<file path="config.mk">
export PLATFORM = sky130hd
export DESIGN_NAME = io_reg_arbiter
export DESIGN_NICKNAME = d
export VERILOG_FILES = /design/src/rtl/io_reg_arbiter.sv
export SDC_FILE = /design/constraint.sdc
export NUM_CORES = 1
export LEC_CHECK = 0
export BUFFER_PORTS_ARGS = -buffer_cell sky130_fd_sc_hd__buf_2
export CAP_MARGIN = 25
export CELL_PAD_IN_SITES_DETAIL_PLACEMENT = 0
export CELL_PAD_IN_SITES_GLOBAL_PLACEMENT = 2
export CORE_MARGIN = 3
export CORE_UTILIZATION = 28
export CTS_BUF_LIST = sky130_fd_sc_hd__clkbuf_16
export DETAILED_ROUTE_END_ITERATION = 8
export PLACE_DENSITY = 0.88
export SYNTH_ARGS = -nofsm -noshare
export SYNTH_HDL_FRONTEND = slang
export SYNTH_SLANG_ARGS = --single-unit
</file>
<file path="constraint.sdc">
create_clock -name theClock -period 5.4 [get_ports theClock]
set_clock_uncertainty 0.2 [all_clocks]
set_input_delay 0.54 -clock theClock [delete_from_list [all_inputs] [get_ports theClock]]
set_output_delay 0.54 -clock theClock [all_outputs]
set_load 0.1 [all_outputs]
</file>
<file path="src/rtl/io_reg_arbiter.sv">
// Round-robin arbiter granting one register-file access at a time to N_REQ masters,
// with a bounded acknowledge wait and a sticky timeout flag.
module io_reg_arbiter #(
    parameter int unsigned   N_REQ    = 2,
    parameter int unsigned   AW       = 15,
    parameter int unsigned   DW       = 16,
    parameter int unsigned   TIMEOUT  = 64,
    parameter logic [DW-1:0] ERR_DATA = 16'hDEAD
) (
    input  logic                theClock,
    input  logic                theReset,
    input  logic [N_REQ-1:0]    Req_valid,
    input  logic [N_REQ-1:0]    Req_write,
    input  logic [N_REQ*AW-1:0] Req_addr,
    input  logic [N_REQ*DW-1:0] Req_wdata,
    output logic [N_REQ-1:0]    Req_ready,
    output logic [N_REQ-1:0]    Rsp_valid,
    output logic [DW-1:0]       Rsp_rdata,
    output logic                Reg_en,
    output logic                Reg_we,
    output logic [AW-1:0]       Reg_addr,
    output logic [DW-1:0]       Reg_wdata,
    input  logic [DW-1:0]       Reg_rdata,
    input  logic                Reg_ack,
    input  logic                Err_clear,
    output logic                Err_timeout
);

    localparam int unsigned GW = $clog2(N_REQ);
    localparam int unsigned CW = $clog2(TIMEOUT);

    typedef enum logic [1:0] {StIdle, StIssue, StWait, StResp} state_e;

    state_e          state_q, state_d;
    logic [GW-1:0]   grant_q, grant_d;
    logic            we_q, we_d;
    logic [AW-1:0]   addr_q, addr_d;
    logic [DW-1:0]   wdata_q, wdata_d;
    logic [DW-1:0]   rdata_q, rdata_d;
    logic [CW-1:0]   cnt_q, cnt_d;
    logic            err_q, err_d;
    logic            err_set;

    logic            found;
    logic [GW-1:0]   sel;
    logic [GW:0]     sum;

    // Search starts one past the last grant and wraps, so each master waits at most N_REQ-1 turns.
    always_comb begin
        found = 1'b0;
        sel   = grant_q;
        sum   = '0;
        for (int i = 1; i <= int'(N_REQ); i++) begin
            sum = {1'b0, grant_q} + (GW+1)'(i);
            if (sum >= (GW+1)'(N_REQ)) begin
                sum = sum - (GW+1)'(N_REQ);
            end
            if (!found && Req_valid[sum[GW-1:0]]) begin
                found = 1'b1;
                sel   = sum[GW-1:0];
            end
        end
    end

    always_comb begin
        Req_ready = '0;
        if (state_q == StIdle && found) begin
            Req_ready[sel] = 1'b1;
        end
    end

    always_comb begin
        state_d = state_q;
        grant_d = grant_q;
        we_d    = we_q;
        addr_d  = addr_q;
        wdata_d = wdata_q;
        rdata_d = rdata_q;
        cnt_d   = cnt_q;
        err_set = 1'b0;
        unique case (state_q)
            StIdle: begin
                if (found) begin
                    grant_d = sel;
                    we_d    = Req_write[sel];
                    addr_d  = Req_addr[sel*AW +: AW];
                    wdata_d = Req_wdata[sel*DW +: DW];
                    state_d = StIssue;
                end
            end
            StIssue: begin
                cnt_d   = '0;
                state_d = StWait;
            end
            StWait: begin
                // An ack on the final count still wins over the timeout.
                if (Reg_ack) begin
                    rdata_d = we_q ? '0 : Reg_rdata;
                    state_d = StResp;
                end else if (cnt_q == CW'(TIMEOUT - 1)) begin
                    rdata_d = we_q ? '0 : ERR_DATA;
                    err_set = 1'b1;
                    state_d = StResp;
                end else begin
                    cnt_d = cnt_q + 1'b1;
                end
            end
            StResp: begin
                state_d = StIdle;
            end
            default: begin
                state_d = StIdle;
            end
        endcase
        err_d = err_set | (err_q & ~Err_clear);
    end

    always_ff @(posedge theClock or negedge theReset) begin
        if (!theReset) begin
            state_q <= StIdle;
            grant_q <= GW'(N_REQ - 1);
            we_q    <= 1'b0;
            addr_q  <= '0;
            wdata_q <= '0;
            rdata_q <= '0;
            cnt_q   <= '0;
            err_q   <= 1'b0;
        end else begin
            state_q <= state_d;
            grant_q <= grant_d;
            we_q    <= we_d;
            addr_q  <= addr_d;
            wdata_q <= wdata_d;
            rdata_q <= rdata_d;
            cnt_q   <= cnt_d;
            err_q   <= err_d;
        end
    end

    always_comb begin
        Rsp_valid = '0;
        if (state_q == StResp) begin
            Rsp_valid[grant_q] = 1'b1;
        end
    end

    assign Rsp_rdata   = rdata_q;
    assign Reg_en      = (state_q == StIssue);
    assign Reg_we      = we_q;
    assign Reg_addr    = addr_q;
    assign Reg_wdata   = wdata_q;
    assign Err_timeout = err_q;

endmodule

</file>
==> impl_results.md, run 1 <==
- CTS H-tree lvls: 3
- Clock Sinks: 58
- Seq cells post-synth: 58
- Via density: about 5
- TritonCTS clock tree: yes
- Core area: 8850 µm²
- Initial antenna violation count: 0
- Synth-to-layout area growth: 40.5%
- DP HPWL: 5280 µm
- DRT Pass-1 Iters: 5
- Num CTS Buffers: 9
- Vias in the first global route: 2333
- Status: finished, final reports clean
- Die width: about 100 µm
- RSZ-0062 raised after global routing: false
- Gr usage total: 13.9%
- Final core occ: 41.1%
- Worst slew pin tran: 744 ps
- I/O pin cnt: 140
- Initial core utilization: 29.2%
- Syn nets: 318
- Final nets: 457
- WL per Instance: 15.3 µm
- Final count of negative-setup-slack endpoints: 0
- Worst path buffer plus inverter count: 3
- Worst path top cell family by delay: buffers and inverters
- Pre-CTS WS: between 2000 and 3000 ps
- Cts hold-fix bufs: 0
- Filler cells: 916
- RR Startpoint: state_q[0]
- Tcrit/Tclk final: between 50% and 60%
- First-pass GRT wire length: around 11000 µm
- 1st-iter DRT viols: 258
- Worst endpoint required time: 4660 ps
- Antenna fix cells: 0
- # port buffers: 139
- Final ANT Viol Nets: 0
- Row count: 34
- Library cells used by synthesis: 39
- EDFF count, synth: 0
- CP max stage cell: buf_2
- Vias: 2396
- Worst-path cell chain: inv_1, ha_1, nand2_1, a21oi_2, buf_4, buf_2
- Final worst slack: ~2600 ps
- Mapped cell area: 2590 µm²
- End of the worst register-to-register path: Rsp_rdata[1]
- Die area: between 10000 and 15000 µm²
- Syn_area_per_cell: 11.4 µm²
- Final Critical Period: 2840 ps
- Largest net degree at the start of global routing: 59
- Slew HR: 50.4%
- Crit Path Max Fanout: 33
- Drt total wl: 7300 µm
- Critical path class: reg2out
- Fin Setup TNS: 0 ps
- Worst r2r path cells: 4
- Register area share after synthesis: 56.1%
- Count leader, synth: dfrtp_1
- Yosys warns: 0
- Die height: roughly 100 µm
- Fmax achieved: 352 MHz
- Crit. Startpoint: state_q[0]
- Synth top area cells: dfrtp_1, a222oi_1, inv_1
- Cell depth of the worst setup path: 6
- Clock transition at path regs: 50 ps
- Critical path arrival: ~2100 ps
- # resized after CTS: 0
- Mapped Cells: approximately 230
- Yosys top cell by area: dfrtp_1
- Routability cong.: 0.755
- Share of cells above drive strength 1: 44.9%
- Crit-path max cell delay: 500 ps
- Crit. End Element: primary output
- Worst skew pair latency: between 300 and 400 ps
- Max_cap viols: 0
- Most frequent cells after synthesis: dfrtp_1, inv_1, a222oi_1, a21oi_1, o2bb2ai_1
- Total grt overflow: 0
- Post-synthesis async set-or-reset flop share: 100%
- HP Class: in2async
- Setup Fix Bufs, Post-CTS: 0
- Max Slew Vio Count: 0
- # DRC: 0
- Clock root buffer: clkbuf_16
- Synth Flop Type: dfrtp_1
- Post-synth top area share: a little under three fifths
- Critical Path Start Type: flip-flop
- CTS max path bufs: 2
- Final Hold Fails: 0
- Reg2reg setup slack: 3440 ps
==> layout by cell type (no fill, tap or decap), types with 2 or more instances in the layout <==
| master | synthesis | routed |
|---|---|---|
| a21oi_1 | 18 | 18 |
| a21oi_2 | 2 | 2 |
| a222oi_1 | 32 | 32 |
| a22o_1 | 5 | 5 |
| and2_4 | 2 | 2 |
| buf_2 | 9 | 139 |
| buf_4 | 1 | 4 |
| clkbuf_16 | 0 | 9 |
| clkinv_1 | 0 | 2 |
| clkinv_2 | 0 | 2 |
| dfrtp_1 | 57 | 57 |
| ha_1 | 6 | 6 |
| inv_1 | 37 | 38 |
| nand2_1 | 8 | 8 |
| nand2b_1 | 3 | 3 |
| nand3_1 | 4 | 4 |
| o21ai_1 | 4 | 3 |
| o2bb2ai_1 | 11 | 11 |
==> cell type report <==
type                       instances  area, µm²  share of cell area [%]
sequential                        58       1450                    40.0
multi-input combinational        115        917                    25.2
timing repair buffer             143        726                    20.0
clock buffer                       9        225                    6.19
inverter                          38        143                    3.92
tap                              108        135                    3.72
clock inverter                     7       37.5                    1.03
==> stage by stage <==
stage / hold WS [ps] / cells / cell area, µm²
3_3_place_gp: 267 / 462 / 3370
6_report: 171 / 478 / 3640
3_5_place_dp: 276 / 462 / 3370
5_1_grt: 193 / 478 / 3640
4_1_cts: 192 / 478 / 3640
2_1_floorplan: 44.4 / 226 / 2590
==> worst max path at each step <==
stage                   endpoint
finish              Req_ready[1]
global route        Req_ready[0]
global placement    Req_ready[0]
detailed placement  Req_ready[0]
floorplan           Rsp_valid[0]
CTS                 Req_ready[1]
==> logic make-up (layout without fill, tap and decap cells) <==
logic type / Yosys count / in the layout / synth area share, %
buf+inv: 53 / 197 / 8.56
simple gates: 28 / 28 / 6.29
mux: 1 / 1 / 0.387
flops: 58 / 58 / 56.1
fa+ha+maj: 6 / 6 / 2.90
compound gates: 80 / 80 / 25.7
==> routing by layer <==
layer | routed length, µm | part of all wire [%] | GRT usage (%)
met2 | 3520 | 48 | 22.8
met3 | 618 | 8.5 | 4.44
met1 | 3090 | 42 | 17.9
met4 | 69 | 0.95 | 3.33
met5 | 0 | 0 | 0
==> sequential cells by signal (all words and copies together) (netlist names) <==
signal and cells:
Err_timeout 1, Reg_wdata 16, Reg_addr 15, state_q 2, grant_q 1, Reg_we 1
Rsp_rdata 16, cnt_q 6
Power of run 1 is left out: the tool's default activity adds up to more than one toggle a clock period on the data nets, which glitch-free logic cannot reach.
==> inputs of run 2 (changes only) <==
Settings changed: CORE_UTILIZATION 28 to 23, PLACE_DENSITY 0.88 to 0.78.
Clock period 5.4 ns to 2.56 ns, I/O delays scaled along.
==> impl_results.md, run 2 (same netlist as run 1, synthesis figures left out) <==
- Worst hold slack: around 16 ps
- Initial antenna violation count: 0
- Worst-path cell chain: inv_1, ha_1, o21ai_2, buf_4, a222oi_1, dlygate4sd3_1, inv_1
- Crit-path max cell delay: approximately 600 ps
- RR Startpoint: state_q[1]
- Final ANT Viol Nets: 0
- Fmax achieved: 421 MHz
- First-pass GRT wire length: about 14000 µm
- CTS max path bufs: 2
- Max_cap viols: 0
- I/O pin cnt: 140
- Max Slew Vio Count: 0
- Die area: 12600 µm²
- # port buffers: 139
- Final Instance Area: 4490 µm²
- TritonCTS clock tree: yes
- Worst skew pair latency: 320 ps
- Worst slew pin tran: 561 ps
- Routability cong.: 0.764
- Total grt overflow: 0
- 1st-iter DRT viols: 258
- Worst Hold Launch: Reg_rdata[9]
- Largest net degree at the start of global routing: 36
- HP Class: in2reg
- Crit. Startpoint: state_q[1]
- Critical path arrival: 2390 ps
- Initial core utilization: between 20% and 30%
- Vias: 2739
- Final count of negative-setup-slack endpoints: 0
- Critical path class: reg2reg
- Final Critical Period: 2380 ps
- Num CTS Buffers: 9
- Final Hold Fails: 0
- Clock root buffer: clkbuf_16
- Clock Sinks: 58
- Vias in the first global route: 2966
- Crit. End Element: flip-flop
- Slew HR: between 60 and 70%
- Antenna fix cells: 0
- Synth-to-layout area growth: 73.5%
- Worst endpoint required time: 2570 ps
- Status: finished, final reports clean
- Core area: ~11000 µm²
- Die height: between 100 and 150 µm
- DRT Pass-1 Iters: 7
- Drt total wl: 8530 µm
- Worst path most repeated cell: inv_1
- RSZ-0062 raised after global routing: false
- Most common cell after layout, fill and taps aside: buf_2
- DP HPWL: ~5600 µm
- Critical Path Start Type: flip-flop
- Final nets: 529
- Reg2reg setup slack: 180 ps
- Tcrit/Tclk final: 92.8%
- Via density: between 4 and 5
- # DRC: 0
- Filler cells: 1068
- Crit Path Max Fanout: 33
- Fin Setup TNS: 0 ps
- WL per Instance: 14.6 µm
- Clock transition at path regs: approximately 50 ps
- CP max stage cell: dlygate4sd3_1
- Area after DPL: 3460 µm²
- CTS H-tree lvls: 3
- Final core occ: between 40% and 50%
- Most frequent cells in the layout: buf_2, dlygate4sd3_1, dfrtp_1
- Die width: about 110 µm
- Row count: 38
- Share of cells above drive strength 1: 37.8%
- Gr usage total: approximately 14%
## run 2: cell types whose count changed in the layout (fill, tap and decap cells not counted)
cell           before  now
clkinv_2            2    1
buf_6               0    1
buf_12              0    3
clkinvlp_4          1    0
buf_2             139  137
dlygate4sd3_1       0   71
bufinv_16           0    2
buf_4               4    3
## run 2: area by class of cell
class	instances	area, µm²	area share (%)
clock buffers	9	225	5.02
clock inverters	7	85.1	1.90
inverters	38	143	3.18
multi-input cells	115	917	20.4
flip-flops and latches	58	1450	32.4
well taps	140	175	3.90
repair buffers	215	1490	33.2
## run 2: critical path, delay by kind of cell (launching register included)
kind            cells  cell delay [ps]
buf+inv             4             1000
compound gates      2              440
flops               1              390
fa+ha+maj           1              230
## run 2: path summary, 6_finish.rpt
kind / endpoint / depth (start not counted)
min: Rsp_rdata[9] / 3
max: Reg_addr[6] / 7
max reg2reg: Reg_addr[6] / 7
min reg2reg: Rsp_rdata[3] / 1
max in group asynchronous: grant_q / 3
min in group asynchronous: Rsp_rdata[14] / 2
## run 2: routing by layer
layer  track usage (%)  part of all wire [%]  vias to the layer above
li1                  -                     -                     1287
met1              16.8                    42                     1331
met2              23.6                    50                      109
met3              3.99                   6.9                       12
met4              4.81                   1.3                        0
met5                 0                     0                        -
## run 2: stage by stage
stage,std cells,setup WS [ps]
after floorplan,226,226
after global placement,494,627
after detailed placement,494,568
after CTS,581,132
after global routing,582,37.3
final,582,185
## run 2: what timing repair did
item                                   in CTS  in global routing
endpoints found under the hold margin      61                  0
setup endpoints to repair                   0                 32
buffers inserted                            0                  1
hold buffers                               71                  0
resized for setup                           0                  1
Power of run 2 is left out for the same reason.
==> inputs of run 3 (changes only) <==
Settings changed: CELL_PAD_IN_SITES_DETAIL_PLACEMENT 0 to not set, CELL_PAD_IN_SITES_GLOBAL_PLACEMENT 2 to not set, CORE_UTILIZATION 23 to 40, PLACE_DENSITY 0.78 to 0.79.
==> impl_results.md, run 3 (same netlist as run 1, synthesis figures left out) <==
- Via density: 5.44
- Fin Setup TNS: 0 ps
- Vias: 2814
- Worst endpoint required time: 2570 ps
- Clock root buffer: clkbuf_16
- RSZ-0062 raised after global routing: false
- Final Instance Area: between 4000 and 5000 µm²
- Gr busiest metal: met2
- Final core occ: 71.6%
- Final nets: 529
- Met2 Usage GRT: between 40% and 50%
- DRT Pass-1 Iters: 8
- Total grt overflow: 0
- Gr usage total: 24.3%
- Largest net degree at the start of global routing: 35
- Die width: 86.4 µm
- Max Slew Vio Count: 0
- Vias in the first global route: 2914
- Clock Sinks: 58
- CP max stage cell: dlygate4sd3_1
- 1st-iter DRT viols: 259
- Most common cell after layout, fill and taps aside: buf_2
- Worst path top cell family by delay: buffers and inverters
- Clock transition at path regs: 50 ps
- Drt total wl: just under 9000 µm
- Die height: 86.4 µm
- Critical path arrival: 2480 ps
- DP HPWL: 5160 µm
- Worst slew pin tran: a little over 500 ps
- Final count of negative-setup-slack endpoints: 0
- Final Critical Period: 2460 ps
- Final ANT Viol Nets: 0
- I/O pin cnt: 140
- Status: finished, final reports clean
- Worst-path cell chain: inv_1, ha_1, nand2_1, a21oi_2, buf_6, a222oi_1, dlygate4sd3_1, inv_1
- Final Hold Fails: 0
- Critical Path Start Type: flip-flop
- Register Area: 1450 µm²
- Core area: 6100 µm²
- CTS H-tree lvls: 3
- Routability cong.: 0.795
- Met3 Usage GRT: 5.61%
- Crit Path Max Fanout: 34
- First-pass GRT wire length: 14100 µm
- Setup Fix Bufs, Post-CTS: 0
- Multi-input logic area: a little over 900 µm²
- Reg2reg setup slack: 100 ps
- WL per Instance: 17.2 µm
- Critical path class: reg2reg
- HP Class: in2reg
- Initial antenna violation count: 1
- Worst path buffer plus inverter count: 4
- # DRC: 0
- Synth-to-layout area growth: 68.6%
- Initial core utilization: between 40% and 50%
- Crit-path max cell delay: 620 ps
- Area after DPL: 3370 µm²
- Share of cells above drive strength 1: 37.6%
- TritonCTS clock tree: yes
- Slew HR: ~66%
- Most frequent cells in the layout: buf_2, dlygate4sd3_1, dfrtp_1
- Crit. End Element: flip-flop
- Worst path most repeated cell: inv_1
- CTS max path bufs: 2
- GR Util met1: 27.8%
- Filler cells: 439
- Fmax achieved: between 400 and 500 MHz
- Tcrit/Tclk final: between 90% and 100%
- Num CTS Buffers: 9
- # port buffers: around 140
- Max_cap viols: 0
- Worst skew pair latency: 310 ps
- Die area: 7470 µm²
- Row count: 28
==> run 3: changes by cell type in the layout (fill, tap and decap cells not counted) <==
cell and delta:
buf_12 -1, buf_4 +1, bufinv_16 -1, clkinv_1 -1
clkinv_2 +1, clkinv_4 -1, diode_2 +1, inv_1 +1
==> run 3: cell type report <==
| type | count | share of cell area, % |
|---|---|---|
| Antenna cell | 1 | 0.0574 |
| Clock inverter | 6 | 1.18 |
| Sequential cell | 58 | 33.3 |
| Timing Repair Buffer | 215 | 33.9 |
| Inverter | 38 | 3.27 |
| Multi-Input combinational cell | 115 | 21.0 |
| Tap cell | 75 | 2.15 |
| Clock buffer | 9 | 5.16 |
==> run 3: path summary, 6_finish.rpt <==
kind                               start             to  depth (start not counted)
min                        Reg_rdata[14]  Rsp_rdata[14]                          3
max                           state_q[0]   Reg_wdata[1]                          8
max reg2reg                   state_q[0]   Reg_wdata[1]                          8
max in group asynchronous       theReset        grant_q                          3
min in group asynchronous       theReset  Reg_wdata[15]                          2
min reg2reg                 Rsp_rdata[7]   Rsp_rdata[7]                          1
==> run 3: routing by layer <==
| layer | wire length (µm) | up-vias | part of all wire [%] |
|---|---|---|---|
| met4 | 204 | 0 | 2.3 |
| met2 | 4850 | 115 | 55 |
| met5 | 0 | - | 0 |
| met1 | 3290 | 1396 | 37 |
| li1 | - | 1285 | - |
| met3 | 542 | 18 | 6.1 |
==> run 3: repair_timing <==
item / in CTS / in global routing
resized for setup: 0 / 1
endpoints found under the hold margin: 54 / 0
hold buffers: 71 / 0
endpoints found under the setup margin: 0 / 20
==> run 3: worst reg2reg max path: cells and delay by family, from the launching register on <==
kind                     cells  cell delay [ps]
AO/OA/AOI/OAI                2              450
buffers and inverters        4              950
adder cells (fa/ha/maj)      1              250
AND/OR/NAND/NOR              1              110
flip-flops                   1              390
==> run 3: metrics by stage <==
stage	cells	worst slack [ps]	hold WS [ps]
2_1_floorplan	226	226	-240
3_3_place_gp	430	668	3.61
3_5_place_dp	430	565	14.4
4_1_cts	516	118	12.8
5_1_grt	517	25.6	37.2
6_report	517	95.1	17.0
Power of run 3 is left out for the same reason.
